`config.mk`:
```
export PLATFORM = sky130hd
export DESIGN_NAME = id_stage
export DESIGN_NICKNAME = d
export VERILOG_FILES = /design/src/rtl/id_stage.sv
export SDC_FILE = /design/constraint.sdc
export NUM_CORES = 2
export LEC_CHECK = 0
export CAP_MARGIN = 20
export CORE_MARGIN = 2
export CORE_UTILIZATION = 60
export CTS_CLUSTER_DIAMETER = 120
export DETAILED_ROUTE_END_ITERATION = 6
export PLACE_DENSITY = 0.77
export SYNTH_ARGS = -nofsm -noshare
export SYNTH_HDL_FRONTEND = slang
export SYNTH_SLANG_ARGS = --single-unit
```
`constraint.sdc`:
```
create_clock -name clk -period 5.4 [get_ports clk]
set_input_delay 0.81 -clock clk [delete_from_list [all_inputs] [get_ports clk]]
set_output_delay 0.81 -clock clk [all_outputs]
set_load 0.05 [all_outputs]
```
`src/rtl/id_stage.sv`:
```
// Instruction-decode stage with integrated ID/EX register, register file and load-use stall.
// Optional macro ID_WB_BYPASS_EN: WB write-through to same-cycle operand reads.
module id_stage #(
    parameter int DATA_W     = 32,
    parameter int REG_ADDR_W = 6,
    parameter int IMM_W      = 16
) (
    input  logic                  clk,
    input  logic                  rst_n,
    input  logic                  if_valid,
    input  logic [31:0]           if_instr,
    input  logic [DATA_W-1:0]     if_pc,
    output logic                  id_ready,
    input  logic                  ex_ready,
    input  logic                  flush,
    input  logic                  wb_we,
    input  logic [REG_ADDR_W-1:0] wb_addr,
    input  logic [DATA_W-1:0]     wb_data,
    output logic                  ex_valid,
    output logic [DATA_W-1:0]     ex_pc,
    output logic [DATA_W-1:0]     ex_rs_data,
    output logic [DATA_W-1:0]     ex_rt_data,
    output logic [DATA_W-1:0]     ex_imm,
    output logic [REG_ADDR_W-1:0] ex_rd,
    output logic                  ex_alu_src,
    output logic                  ex_mem_read,
    output logic                  ex_mem_write,
    output logic                  ex_mem_to_reg,
    output logic                  ex_reg_write,
    output logic                  ex_branch_z,
    output logic                  ex_branch_n,
    output logic                  ex_jump,
    output logic                  ex_jump_mem,
    output logic                  ex_pc_src,
    output logic [2:0]            ex_alu_op,
    output logic                  ex_illegal
);

    typedef struct packed {
        logic       alu_src;
        logic       mem_read;
        logic       mem_write;
        logic       mem_to_reg;
        logic       reg_write;
        logic       branch_z;
        logic       branch_n;
        logic       jump;
        logic       jump_mem;
        logic       pc_src;
        logic [2:0] alu_op;
        logic       illegal;
    } ctrl_t;

    localparam logic [2:0] ALU_ADD    = 3'b000;
    localparam logic [2:0] ALU_SUB    = 3'b001;
    localparam logic [2:0] ALU_NEG    = 3'b010;
    localparam logic [2:0] ALU_PASS_A = 3'b011;

    logic [3:0]            opcode;
    logic [REG_ADDR_W-1:0] rd;
    logic [REG_ADDR_W-1:0] rs;
    logic [REG_ADDR_W-1:0] rt;
    logic [IMM_W-1:0]      imm;
    ctrl_t                 dec;
    ctrl_t                 ex_ctrl;
    logic                  uses_rs;
    logic                  uses_rt;
    logic                  haz;
    logic [DATA_W-1:0]     rs_data;
    logic [DATA_W-1:0]     rt_data;
    logic [DATA_W-1:0]     regs [2**REG_ADDR_W];

    assign opcode = if_instr[31:28];
    assign rd     = if_instr[22 +: REG_ADDR_W];
    assign rs     = if_instr[16 +: REG_ADDR_W];
    assign rt     = if_instr[10 +: REG_ADDR_W];
    assign imm    = if_instr[IMM_W-1:0];

    always_comb begin
        dec     = '0;
        uses_rs = 1'b0;
        uses_rt = 1'b0;
        case (opcode)
            4'b0000: ;
            4'b1111: begin dec.reg_write = 1'b1; dec.pc_src = 1'b1; dec.alu_src = 1'b1; dec.alu_op = ALU_ADD; end
            4'b1110: begin
                dec.mem_read = 1'b1; dec.mem_to_reg = 1'b1; dec.reg_write = 1'b1;
                dec.alu_op = ALU_PASS_A; uses_rs = 1'b1;
            end
            4'b0011: begin dec.mem_write = 1'b1; dec.alu_op = ALU_PASS_A; uses_rs = 1'b1; uses_rt = 1'b1; end
            4'b0100: begin dec.reg_write = 1'b1; dec.alu_op = ALU_ADD; uses_rs = 1'b1; uses_rt = 1'b1; end
            4'b0111: begin dec.reg_write = 1'b1; dec.alu_op = ALU_SUB; uses_rs = 1'b1; uses_rt = 1'b1; end
            4'b0101: begin dec.reg_write = 1'b1; dec.alu_src = 1'b1; dec.alu_op = ALU_ADD; uses_rs = 1'b1; end
            4'b0110: begin dec.reg_write = 1'b1; dec.alu_op = ALU_NEG; uses_rs = 1'b1; end
            4'b1000: begin dec.jump = 1'b1; uses_rs = 1'b1; end
            4'b1001: begin dec.branch_z = 1'b1; uses_rs = 1'b1; end
            4'b1011: begin dec.branch_n = 1'b1; uses_rs = 1'b1; end
            4'b1010: begin dec.jump_mem = 1'b1; dec.mem_read = 1'b1; uses_rs = 1'b1; end
            default: dec.illegal = 1'b1;
        endcase
    end

`ifdef ID_WB_BYPASS_EN
    assign rs_data = (wb_we && wb_addr == rs) ? wb_data : regs[rs];
    assign rt_data = (wb_we && wb_addr == rt) ? wb_data : regs[rt];
`else
    assign rs_data = regs[rs];
    assign rt_data = regs[rt];
`endif

    // Only a load in EX can still be waiting on memory, so only it forces a stall.
    assign haz = if_valid & ex_valid & ex_ctrl.mem_read &
                 ((uses_rs & (ex_rd == rs)) | (uses_rt & (ex_rd == rt)));

    assign id_ready = rst_n & ex_ready & ~haz & ~flush;

    always_ff @(posedge clk) begin
        if (!rst_n) begin
            for (int i = 0; i < 2**REG_ADDR_W; i++) regs[i] <= '0;
        end else if (wb_we) begin
            regs[wb_addr] <= wb_data;
        end
    end

    always_ff @(posedge clk) begin
        if (!rst_n) begin
            ex_valid   <= 1'b0;
            ex_ctrl    <= '0;
            ex_pc      <= '0;
            ex_rs_data <= '0;
            ex_rt_data <= '0;
            ex_imm     <= '0;
            ex_rd      <= '0;
        end else if (flush) begin
            ex_valid <= 1'b0;
            ex_ctrl  <= '0;
        end else if (ex_ready) begin
            if (haz) begin
                ex_valid <= 1'b0;
                ex_ctrl  <= '0;
            end else begin
                ex_valid   <= if_valid;
                ex_ctrl    <= if_valid ? dec : '0;
                ex_pc      <= if_pc;
                ex_rs_data <= rs_data;
                ex_rt_data <= rt_data;
                ex_imm     <= {{(DATA_W-IMM_W){imm[IMM_W-1]}}, imm};
                ex_rd      <= rd;
            end
        end
    end

    assign ex_alu_src    = ex_ctrl.alu_src;
    assign ex_mem_read   = ex_ctrl.mem_read;
    assign ex_mem_write  = ex_ctrl.mem_write;
    assign ex_mem_to_reg = ex_ctrl.mem_to_reg;
    assign ex_reg_write  = ex_ctrl.reg_write;
    assign ex_branch_z   = ex_ctrl.branch_z;
    assign ex_branch_n   = ex_ctrl.branch_n;
    assign ex_jump       = ex_ctrl.jump;
    assign ex_jump_mem   = ex_ctrl.jump_mem;
    assign ex_pc_src     = ex_ctrl.pc_src;
    assign ex_alu_op     = ex_ctrl.alu_op;
    assign ex_illegal    = ex_ctrl.illegal;

endmodule

```
==> results.toml <==
[routing]
vias = 74700
avgRoutedWirePerCell_um = 36.9
wl_met3_um = 61400
wirelength_um = 376000
drtIter0Drc = 14200
routed-wl-met2_um = 166000
drc = 0
met1Wirelength_um = 119000
via_per_inst = 7.33
top_layer_used = "met5"
ant_nets = 0
first_pass_iters = 6

[run_status]
outcome = "complete, no violations"

[setup_path]
cpLargestDelayFamily = "buffers and inverters"
crit_chain = "clkdlybuf4s50_1 -> xnor2_1 -> nand4_1 -> or3_2 -> nand4_1 -> inv_1 -> clkdlybuf4s50_1"
cp-start-kind = "input pin"
crit_path_top_delay_cell = "clkdlybuf4s50_1"
cp.arrival_ns = 4.03
critical_path.max_fanout = 9
critPathKind = "in2out"
worst-path-buf-inv = 3
cp-end-kind = "output pin"
worst_path_largest_cell_delay_ns = 0.84
required_ns = 4.59

[clock_tree]
cts_setup_buffers = 0
clock_sinks = 2180
postCtsResizedCells = 0
hold_buffers = 0
clk_pin_slew_ns = 0.06
cts-htree-levels = 4
cts_tree = "done"
clock_path_buffers = 3
cts_made_buffers = 218
clockRootBuffer = "clkbuf_16"
clkLatencyLatePin_ns = 0.89

[die]
die-area_um2 = 191000
core_area_um2 = 186000
rows = 158
start_util_pct = 60.5
die_h_um = 437
num_io_pins = 258
die_w_um = 437

[sta]
worst_pin_slew_ns = 1.38
slew_headroom_pct = 8.02
tns_ns = 0
rsz0062_at_grt = "false"
fmaxAchievable_mhz = 206
hold_viol = 0
period_share_pct = 89.7
finalMaxSlewViolations = 0
setup_violations = 0
min_period_ns = 4.84
clock_skew_ns = 0.0391

[finish]
drive_gt1_share_pct = 24.6
final_cell_mix = "and2_1 (2048), edfxtp_1 (2048), mux4_2 (1024), a22oi_1 (504), buf_4 (338)"
fillCellCount = 12100
multiInputGateArea_um2 = 45400
largest_register_ffs = 2048
syn_to_final_growth_pct = 11.6
fin_nets = 7601
regArea_um2 = 64100
fin_area_um2 = 125000
finish.utilization_pct = 67.5
top_register = "regs"

[place]
gp_congestion = 1.02
port_buffers = 256
dpl.hpwl_um = 226000
placed_area_um2 = 118000

[global_route]
grt_overflow = 0
grt_max_degree = 109
antenna_found_initial = 54
grt_pass1_wl_um = 526000
grt_pass1_vias = 73100
grt_use_total_pct = 39.3

[pwr]
intPower_uw = 29600
power_frac_seq_pct = 50.1
power_frac_clock_pct = 37.9
combPwrFrac_pct = 12.0
power_uw = 39600
powerDensity_nw_per_um2 = 316
p_switching_uw = 10000
max-vdd-ir-drop_mv = 0.280
swShare_pct = 25.3
leakagePower_uw = 0.0418

[logic_synthesis]
syn-cell-area_um2 = 112000
synth_cell_types = 47
synth_area_per_cell_um2 = 14.9
synth_edf_count = 2048
syn_nets = 7648
async_flop_share_pct = 0
synth_ff_type = "edfxtp_1"
yosys_warnings = 0
syn_inst = 7540
ys_ff_latch = 2180
seq_area_frac_synth_pct = 57.1

[min_path]
worst_hold_path_type = "reg2reg"

[run]
maxCapViolCount = 0
per-stage QoR:
step / hold slack (ns) / setup slack (ns) / cells
2_1_floorplan: 0.681 / 0.997 / 7540
3_3_place_gp: 0.453 / 0.599 / 9739
3_5_place_dp: 0.459 / 0.616 / 9739
4_1_cts: 0.453 / 0.610 / 10100
5_1_grt: 0.485 / 0.380 / 10200
6_report: 0.466 / 0.556 / 10200
final timing paths:
kind	from	depth (start not counted)	slack, ns	to
setup / recovery	if_instr[19]	7	0.56	id_ready
hold / removal	ex_alu_op[1]	2	0.47	ex_alu_op[1]
setup reg to reg	ex_rd[5]	7	2.07	ex_rs_data[31]
hold reg to reg	ex_alu_op[1]	2	0.47	ex_alu_op[1]
cells in the mapped netlist, drive strengths merged, types with 2 or more instances:
cell | n | area share (%)
and3 | 2 | 0.011
mux4 | 1024 | 21
o22ai | 64 | 0.36
xor2 | 2 | 0.016
a31oi | 2 | 0.011
a311oi | 2 | 0.016
a21oi | 319 | 1.4
or2 | 3 | 0.017
a221oi | 2 | 0.016
o31ai | 56 | 0.38
edfxtp | 2048 | 55
dfxtp | 132 | 2.4
or3 | 2 | 0.011
a22oi | 504 | 3.4
nand2b | 16 | 0.089
o21ai | 67 | 0.30
nand3b | 3 | 0.020
nor3 | 4 | 0.027
nor2b | 8 | 0.045
clkbuf | 657 | 2.2
o221ai | 2 | 0.016
inv | 6 | 0.020
a21boi | 3 | 0.020
xnor2 | 12 | 0.094
nand3 | 4 | 0.018
mux2i | 5 | 0.045
nand2 | 81 | 0.27
nand4 | 69 | 0.38
nor4 | 62 | 0.35
nor2 | 82 | 0.27
and2 | 2050 | 11
buf | 239 | 1.1
worst register-to-register path, stage by stage, from the launching register on:
cell	delay (ns)
dfxtp_1	0.45
xnor2_1	0.17
nand4_1	0.22
or3_2	0.50
nand4_1	0.61
buf_4	0.47
buf_4	0.55
o22ai_1	0.21
cells by family (layout without fill, tap and decap cells):
kind of cell,count (synthesis),in the layout,synth area share (%)
AO/OA/AOI/OAI,1025,1025,5.93
XOR/XNOR,14,14,0.109
buffers and inverters,902,1045,3.32
flip-flops,2180,2180,57.1
multiplexers,1029,1029,20.6
other,1,36,0.00334
AND/OR/NAND/NOR,2389,2389,13.0
metal layers:
layer | vias to the layer above | global-route usage [%]
met2 | 6699 | 57.0
met3 | 1251 | 15.1
met1 | 37600 | 49.5
met4 | 44 | 26.0
met5 | - | 0.101
li1 | 29100 | -
power by group through the flow:
stage               Sequential [µW]  Combinational (µW)  Clock [µW]
detailed placement            20100                4570           0
finish                        19800                4770       15000
floorplan                     20200                2730           0
CTS                           19800                4590       15000
global route                  19900                4850       15600
global placement              20000                4510           0
layout make-up:
class,count,area share (%)
multi-input combinational,4458,36.2
timing repair buffer,629,4.50
sequential,2180,51.2
tap,2480,2.48
clock buffer,289,4.75
clock inverter,121,0.772
inverter,6,0.0180
antenna,35,0.0699
Note: power is estimated with default switching activity, not from simulation.
